[src/rtl/day01_pkg.sv]
// Shared definitions for the day01 parser and rotator.
// ASCII codes, parser state encoding and direction values.
package day01_pkg;

    localparam int STEP_W_DEF = 32;

    localparam logic [7:0] CH_L  = 8'h4C;
    localparam logic [7:0] CH_R  = 8'h52;
    localparam logic [7:0] CH_NL = 8'h0A;
    localparam logic [7:0] CH_CR = 8'h0D;
    localparam logic [7:0] CH_SP = 8'h20;
    localparam logic [7:0] CH_0  = 8'h30;
    localparam logic [7:0] CH_9  = 8'h39;

    localparam logic DIR_LEFT  = 1'b0;
    localparam logic DIR_RIGHT = 1'b1;

    typedef enum logic [1:0] {
        IDLE = 2'd0,
        NUM  = 2'd1,
        SKIP = 2'd2,
        EMIT = 2'd3
    } state_e;

    function automatic logic is_digit(input logic [7:0] b);
        return (b >= CH_0) && (b <= CH_9);
    endfunction

endpackage

[src/rtl/day01_dec_acc.sv]
// Decimal accumulate step: acc_next = acc*10 + digit.
// Ports: acc, digit in; acc_next, ovf (result exceeds STEP_W bits) out.
module day01_dec_acc
    import day01_pkg::*;
#(
    parameter int STEP_W = STEP_W_DEF
) (
    input  logic [STEP_W-1:0] acc,
    input  logic [3:0]        digit,
    output logic [STEP_W-1:0] acc_next,
    output logic              ovf
);

    // acc*10+9 < 16*2^STEP_W, so four extra bits never lose a carry.
    logic [STEP_W+3:0] wide;

    always_comb begin
        wide = ({4'b0, acc} << 3)
             + ({4'b0, acc} << 1)
             + {{STEP_W{1'b0}}, digit};
        acc_next = wide[STEP_W-1:0];
        ovf      = |wide[STEP_W+3:STEP_W];
    end

endmodule

[src/rtl/day01_line_parser.sv]
// ASCII line parser: "L68\n" / "R5\n" -> (dir, steps) commands.
// Ports: byte stream in (valid/ready/last), command out (valid/ready), debug counters, busy.
module day01_line_parser
    import day01_pkg::*;
#(
    parameter int STEP_W = STEP_W_DEF,
    parameter int CNT_W  = 16
) (
    input  logic              clk,
    input  logic              rst_n,
    input  logic              in_valid,
    input  logic [7:0]        in_data,
    input  logic              in_last,
    output logic              in_ready,
    output logic              out_valid,
    output logic              out_dir,
    output logic [STEP_W-1:0] out_steps,
    input  logic              out_ready,
    output logic [CNT_W-1:0]  line_count,
    output logic [CNT_W-1:0]  err_count,
    output logic              busy
);

    state_e            state_q, state_d;
    logic [STEP_W-1:0] acc_q, acc_d;
    logic              seen_q, seen_d;
    logic              dir_q, dir_d;
    logic              out_valid_q, out_valid_d;
    logic [STEP_W-1:0] out_steps_q, out_steps_d;
    logic [CNT_W-1:0]  line_cnt_q, line_cnt_d;
    logic [CNT_W-1:0]  err_cnt_q, err_cnt_d;

    logic [STEP_W-1:0] acc_nxt;
    logic              acc_ovf;
    logic              err_inc;
    logic              is_ws;

    // For '0'..'9' the low nibble is the digit value.
    day01_dec_acc #(.STEP_W(STEP_W)) u_dec_acc (
        .acc      (acc_q),
        .digit    (in_data[3:0]),
        .acc_next (acc_nxt),
        .ovf      (acc_ovf)
    );

    assign in_ready   = (state_q != EMIT);
    assign out_valid  = out_valid_q;
    assign out_dir    = dir_q;
    assign out_steps  = out_steps_q;
    assign line_count = line_cnt_q;
    assign err_count  = err_cnt_q;
    assign busy       = (state_q != IDLE) || out_valid_q;

    always_comb begin
        state_d     = state_q;
        acc_d       = acc_q;
        seen_d      = seen_q;
        dir_d       = dir_q;
        out_valid_d = out_valid_q;
        out_steps_d = out_steps_q;
        line_cnt_d  = line_cnt_q;
        err_cnt_d   = err_cnt_q;
        err_inc     = 1'b0;
        is_ws       = (in_data == CH_NL) || (in_data == CH_CR)
                   || (in_data == CH_SP);

        if (state_q == EMIT) begin
            if (out_ready) begin
                out_valid_d = 1'b0;
                line_cnt_d  = line_cnt_q + CNT_W'(1);
                state_d     = IDLE;
            end
        end else if (in_valid) begin
            case (state_q)
                IDLE: begin
                    if ((in_data == CH_L) || (in_data == CH_R)) begin
                        dir_d   = (in_data == CH_R) ? DIR_RIGHT : DIR_LEFT;
                        acc_d   = '0;
                        seen_d  = 1'b0;
                        state_d = NUM;
                    end else if (!is_ws) begin
                        state_d = SKIP;
                    end
                end
                NUM: begin
                    if (is_digit(in_data)) begin
                        if (acc_ovf) begin
                            state_d = SKIP;
                        end else begin
                            acc_d  = acc_nxt;
                            seen_d = 1'b1;
                        end
                    end else if (in_data == CH_NL) begin
                        if (seen_q) begin
                            state_d = EMIT;
                        end else begin
                            err_inc = 1'b1;
                            state_d = IDLE;
                        end
                    end else if (in_data != CH_CR) begin
                        state_d = SKIP;
                    end
                end
                SKIP: begin
                    if (in_data == CH_NL) begin
                        err_inc = 1'b1;
                        state_d = IDLE;
                    end
                end
                default: ;
            endcase

            // in_last closes the line after the byte's own effect.
            if (in_last) begin
                case (state_d)
                    NUM: begin
                        if (seen_d) begin
                            state_d = EMIT;
                        end else begin
                            err_inc = 1'b1;
                            state_d = IDLE;
                        end
                    end
                    SKIP: begin
                        err_inc = 1'b1;
                        state_d = IDLE;
                    end
                    default: ;
                endcase
            end

            if (state_d == EMIT) begin
                out_valid_d = 1'b1;
                out_steps_d = acc_d;
            end
            if (err_inc) begin
                err_cnt_d = err_cnt_q + CNT_W'(1);
            end
        end
    end

    always_ff @(posedge clk or negedge rst_n) begin
        if (!rst_n) begin
            state_q     <= IDLE;
            acc_q       <= '0;
            seen_q      <= 1'b0;
            dir_q       <= 1'b0;
            out_valid_q <= 1'b0;
            out_steps_q <= '0;
            line_cnt_q  <= '0;
            err_cnt_q   <= '0;
        end else begin
            state_q     <= state_d;
            acc_q       <= acc_d;
            seen_q      <= seen_d;
            dir_q       <= dir_d;
            out_valid_q <= out_valid_d;
            out_steps_q <= out_steps_d;
            line_cnt_q  <= line_cnt_d;
            err_cnt_q   <= err_cnt_d;
        end
    end

endmodule
[config.mk]
export PLATFORM = sky130hd
export DESIGN_NAME = day01_line_parser
export DESIGN_NICKNAME = d
export VERILOG_FILES = /design/src/rtl/day01_pkg.sv /design/src/rtl/day01_dec_acc.sv /design/src/rtl/day01_line_parser.sv
export SDC_FILE = /design/constraint.sdc
export NUM_CORES = 1
export LEC_CHECK = 0
export ABC_AREA = 0
export BUFFER_PORTS_ARGS = -buffer_cell sky130_fd_sc_hd__buf_2
export CAP_MARGIN = 20
export CORE_UTILIZATION = 60
export CTS_BUF_LIST = sky130_fd_sc_hd__clkbuf_4 sky130_fd_sc_hd__clkbuf_8 sky130_fd_sc_hd__clkbuf_16
export CTS_CLUSTER_SIZE = 14
export DETAILED_ROUTE_END_ITERATION = 8
export PLACE_DENSITY = 0.78
export SYNTH_ARGS = -nofsm -noshare
export SYNTH_HDL_FRONTEND = slang
export SYNTH_SLANG_ARGS = --single-unit
[constraint.sdc]
create_clock -name clk -period 5.82 [get_ports clk]
set_clock_uncertainty 0.1 [all_clocks]
set_input_delay 0.873 -clock clk [delete_from_list [all_inputs] [get_ports clk]]
set_output_delay 0.873 -clock clk [all_outputs]
set_load 0.005 [all_outputs]
==> Word-level counts from Yosys, hierarchy flattened <==
Cells that the tools add are included.
{ "totals": {"output_inout_bits": 68, "reg_bits": 101, "wordCells": 90, "in_bits": 13} }
{ "classes": {"bitwise": 1, "add_sub_neg": 4, "reduce_logical": 17, "n_eq_ne": 14, "n_lt_le_gt_ge": 2, "mux": 44} }
{ "ops": {"columns": ["cell", "n"], "rows": [
  ["32-bit two-way mux", 3],
  ["32-bit case mux with 2 select lines", 1],
  ["35-bit by 33-bit adder with 36-bit output", 1],
  ["36-bit by 4-bit adder with 36-bit output", 1],
  ["2-bit two-way mux", 17],
  ["16-bit by 1-bit adder with 16-bit output, second input constant", 2],
  ["1-bit two-way mux", 18],
  ["8-bit by 4-bit equality test with 1-bit output, second input constant", 2],
  ["8-bit by 7-bit equality test with 1-bit output, second input constant", 2],
  ["3-bit AND reduction", 3],
  ["2-bit equality test, second input constant", 4],
  ["8-bit by 6-bit equality test with 1-bit output, second input constant", 1],
  ["8-bit by 6-bit greater-or-equal comparator with 1-bit output, second input constant", 1],
  ["8-bit by 6-bit less-or-equal comparator with 1-bit output, second input constant", 1],
  ["8-bit by 4-bit != test with 1-bit output, second input constant", 1],
  ["1-bit case mux with 2 select lines", 3],
  ["2-bit case mux with 3 select lines", 1],
  ["2-bit AND reduction", 3],
  ["2-bit nonzero test", 3],
  ["2-bit by 1-bit equality test with 1-bit output, second input constant", 2],
  ["1-bit logical OR", 4],
  ["2-bit != test, second input constant", 2],
  ["2-bit case mux with 2 select lines", 1],
  ["4-bit AND reduction", 1],
  ["other kinds (4)", 4]
]} }

==> Longest topological paths before layout <==
{ "logic_depth": {"depth_word": 17, "depth_mapped": 21, "mapped_depth_nobuf": 20} }

==> Hierarchy <==
A second synthesis with hierarchy kept.
{ "hier_totals": {"cells_unflattened": 672, "hier_area_um2": 6916.6} }
{ "modules_own_cells": {"columns": ["mod", "seq_area_each_um2", "cells_per_inst", "area_per_inst_um2", "n_inst"], "rows": [
  ["day01_line_parser", 2527.4, 382, 4714.5, 1],
  ["day01_dec_acc", 0.0, 290, 2202.1, 1]
]} }

==> Least setup slack after synthesis <==
OpenSTA, ideal clock, no wires.
{ "synth_timing": {"path_kind": "input-to-reg", "start": "input in_data[3]", "end": "register err_cnt_q[6] (netlist: err_count[6])", "t_arrival_ns": 5.106, "setup_time_ns": 0.134, "setup_slack_ns": 0.480, "cell_stages": 18, "required_time_ns": 5.586, "path_buffers": 1, "path_cell_list": "inv_1 fa_1 inv_1 ha_1 a211oi_1 o211ai_2 a21boi_4 o311ai_2 a32o_1 a31oi_4 o2111a_4 a41o_2 ha_1 nand2b_1 o311ai_1 clkbuf_1 a211oi_1 xor2_1"} }
{ "synth_via": {"elab_chain_len": 14, "word_cells_on_any_way": 42, "cone_classes": "1 x add/sub; 2 x order compare; 8 x eq/ne; 25 x mux; 6 x reduce/logical"} }
{ "synth_rtl": {"columns": ["item", "line_no", "source"], "rows": [
  ["start, declared", "day01_line_parser.sv:12", "input logic [7:0] in_data,"],
  ["parallel branches: the longest is 10 deep, another holds 36-bit by 4-bit adder with 36-bit output", null, null],
  ["1-bit two-way mux *", "day01_line_parser.sv:114", "if (in_last) begin"],
  ["1-bit two-way mux *", "day01_line_parser.sv:73", "end else if (in_valid) begin"],
  ["1-bit two-way mux *", "day01_line_parser.sv:67", "if (state_q == EMIT) begin"],
  ["3-bit AND reduction (no line) *", null, null],
  ["end signal, assigned", "day01_line_parser.sv:160", "err_cnt_q <= err_cnt_d;"],
  ["end, declared", "day01_line_parser.sv:31", "logic [CNT_W-1:0] err_cnt_q, err_cnt_d;"]
]} }
Every way passes the cells marked *. The select of a mux whose other input is x is not followed.
A chain may end at the register's enable or synchronous reset.

==> Final worst setup path <==
{ "layout_timing": {"start": "input in_data[3]", "end": "register out_steps_q[9] (netlist: out_steps[9])"} }
{ "layout_via": {"elab_chain_len": 15, "word_cells_on_any_way": 43, "cone_classes": "1 x add/sub; 2 x order compare; 9 x eq/ne; 25 x mux; 6 x reduce/logical"} }
{ "layout_rtl": {"columns": ["item", "line_no", "source"], "rows": [
  ["parallel branches: the longest is 15 deep, another holds 36-bit by 4-bit adder with 36-bit output", null, null],
  ["end signal, assigned", "day01_line_parser.sv:158", "out_steps_q <= out_steps_d;"],
  ["end, declared", "day01_line_parser.sv:29", "logic [STEP_W-1:0] out_steps_q, out_steps_d;"]
]} }
Several ways; the timed one is not identified. The select of a mux whose other input is x is not followed.

==> metrics <==
outcome=finished clean; HP Start=err_count[15]; number of diodes=0; Area growth, synth to finish=10.8%; most common cell after layout, fill and taps aside=nand2_1; Die Span Y=115 um; Hold Path Class=reg2reg; clk_lat worst skew=360 ps; Worst Path Max Fanout=14; gr ovfl total=0; crit path DAT=between 5000 and 6000 ps; most frequent cells in the layout=102 x nand2_1, 101 x dfrtp_1, 79 x buf_2; first-pass GRT wire length=33400 um; Post-synth top flop=dfrtp_1; # clock sinks=about 100; H-Tree Depth=3; final WL=20200 um; Slew @ Worst Pin=766 ps; Final ANT Viol Nets=0; Worst Setup SP=in_data[3]; Seq/Total Area, Yosys=0.332; #FFs+latches synth=101; initial antenna violation count=0; layout cells sized above 1=0.165; placed cell count=1044; fmax=between 150 and 200 MHz; Ports=81; IO Port Bufs=80; total core area=12200 sq um; Final Hold Fails=0; synthesized area per cell=9.21 sq um; Clock Path Buffers=2; starting density of the core=0.624; DR pass1 iterations=5; Root Driver=clkbuf_16; via count=6847; crit path time final=5530 ps; final setup violation count=0; post-DP HPWL=15000 um; Worst EP required=6010 ps; RSZ-0062 raised after global routing=no; Final Non-Filler Cells=about 1100; Slew Limit Fails=0; die area=13100 sq um; fin nets=973; Wirelength per Cell=19.1 um; cell area after synthesis=7620 sq um; CTS buffer count=9; synth unique cells=80; R2R Path Start=acc_q[0]; Crit Path Class=in2reg; critical path capture point type=flip-flop; Clock Pin Slew Worst Setup and Hold Paths=70 ps; CTS tree=yes; 1st-iter DRT viols=between 400 and 500; total track usage=0.320; RD Place Congestion=roughly 0.92; number of fill cells=about 970; LEAKAGE=0.00391 uW; Post-synth EDFFs=0; vias in the first global route=6777; Fin Setup TNS=0 ps; Remaining DRCs=0; slew margin rel.=0.486; Max Cap Violations=0; final worst-path cycle share=0.950; Synth Instances=827; # rows=40; YS warnings=0; CP Launch Type=primary input; postcts setup bufs=0; Power per Cell Area=approximately 500 nW/um^2; VDD IR max=0.281 mV; largest net degree at the start of global routing=52; Post-synth ARST share=1.00; die width=roughly 110 um; Syn Nets=913; via/cell ratio=6.46
worst max-delay path, cell delays in order:
cell,delay (ps)
buf_2,100
inv_1,100
fa_1,610
inv_1,70
ha_1,310
a211oi_1,340
o211ai_2,160
a21boi_4,200
o311ai_2,170
a32o_1,330
a31oi_4,180
o2111a_4,280
a41o_2,280
ha_1,250
nor2b_1,200
and2_1,280
nand3_1,100
o21a_1,240
o22ai_4,180
buf_4,260
o32a_1,190
Yosys cell counts (all sizes together) (3+ instances only):
cell	number	area, sq um
nor2b	7	43.8
nand2	103	389
xor2	28	245
nor4b	4	35.0
a21boi	5	48.8
o22a	24	210
dfrtp	101	2530
a211oi	19	143
nand2b	5	31.3
nor2	35	131
inv	22	82.6
o21bai	4	30.0
a31oi	3	33.8
buf	17	101
a22oi	3	27.5
a21o	10	75.1
o21ai	43	215
nand4	17	106
a311oi	9	78.8
and2	8	50.1
o311ai	3	33.8
and3	13	81.3
nor3	10	50.1
xnor2	29	254
o21a	21	158
ha	71	888
clkbuf	29	109
nor4	16	100
o32a	11	110
nand3	30	150
a311o	10	100
o211ai	11	87.6
a2bb2oi	10	138
mux2	3	33.8
and4	3	26.3
a21oi	54	289
nor3b	3	22.5
o31ai	4	43.8
where the power goes:
| group | internal, uW | leakage (uW) | switching (uW) |
|---|---|---|---|
| registers | 851 | 0.00127 | 172 |
| clock network | 291 | 0.000132 | 272 |
| logic | 1100 | 0.00251 | 1570 |
| total | 2240 | 0.00391 | 2010 |
kinds of logic (layout without fill, tap and decap cells):
logic type,Yosys count,count (layout),synth area share
xor gates and xnor gates,57,57,0.0655
DFF,101,101,0.332
adders and majority gates,73,73,0.122
muxes,3,3,0.00444
and+or+nand+nor,261,261,0.167
buffers and inverters,68,133,0.0384
AOI/OAI and AO/OA,264,264,0.270
layer usage:
| layer | up-vias | track usage | share of wire |
|---|---|---|---|
| li1 | 3236 | - | - |
| met1 | 3305 | 0.401 | 0.43 |
| met2 | 249 | 0.547 | 0.49 |
| met3 | 57 | 0.0540 | 0.051 |
| met4 | 0 | 0.133 | 0.034 |
| met5 | - | 0 | 0 |
final timing paths:
| kind | depth (start not counted) | to | slack (ps) |
|---|---|---|---|
| max | 21 | out_steps[9] | 290 |
| min | 1 | err_count[15] | 370 |
| max reg2reg | 19 | out_steps[9] | 560 |
| min reg2reg | 1 | err_count[15] | 370 |
| max in group asynchronous | 2 | acc_q[30] | 4070 |
| min in group asynchronous | 1 | out_steps[9] | 450 |
final cells by class:
type / count / area [sq um] / area share
repair buffers: 95 / 519 / 0.0615
well taps: 168 / 210 / 0.0249
flip-flops and latches: 101 / 2530 / 0.300
multi-input cells: 658 / 4820 / 0.571
clock inverters: 7 / 51.3 / 0.00608
inverters: 22 / 82.6 / 0.00979
clock buffers: 9 / 225 / 0.0267
per-stage QoR:
stage                     hold slack (ps)  worst slack [ps]  utilization  area, sq um  total power, uW
after floorplan                       365               480            -         7620             2940
after detailed placement              356             -57.5        0.667         8150             3630
final                                 371               291        0.691         8440             4250
after CTS                             372               274        0.690         8430             4200
after global placement                356               189        0.667         8150             3540
after global routing                  389              20.5        0.691         8440             4570
sequential cells by signal, indices dropped and copies added (netlist names):
signal and count:
out_valid 1, out_dir 1, acc_q 32, state_q 2, err_count 16, out_steps 32
seen_q 1, line_count 16
repair_timing:
item | in CTS | in global routing
resized for setup | 0 | 2
hold buffers | 0 | 0
endpoints found under the setup margin | 0 | 19
No activity file was read; power rests on OpenSTA's default activity.
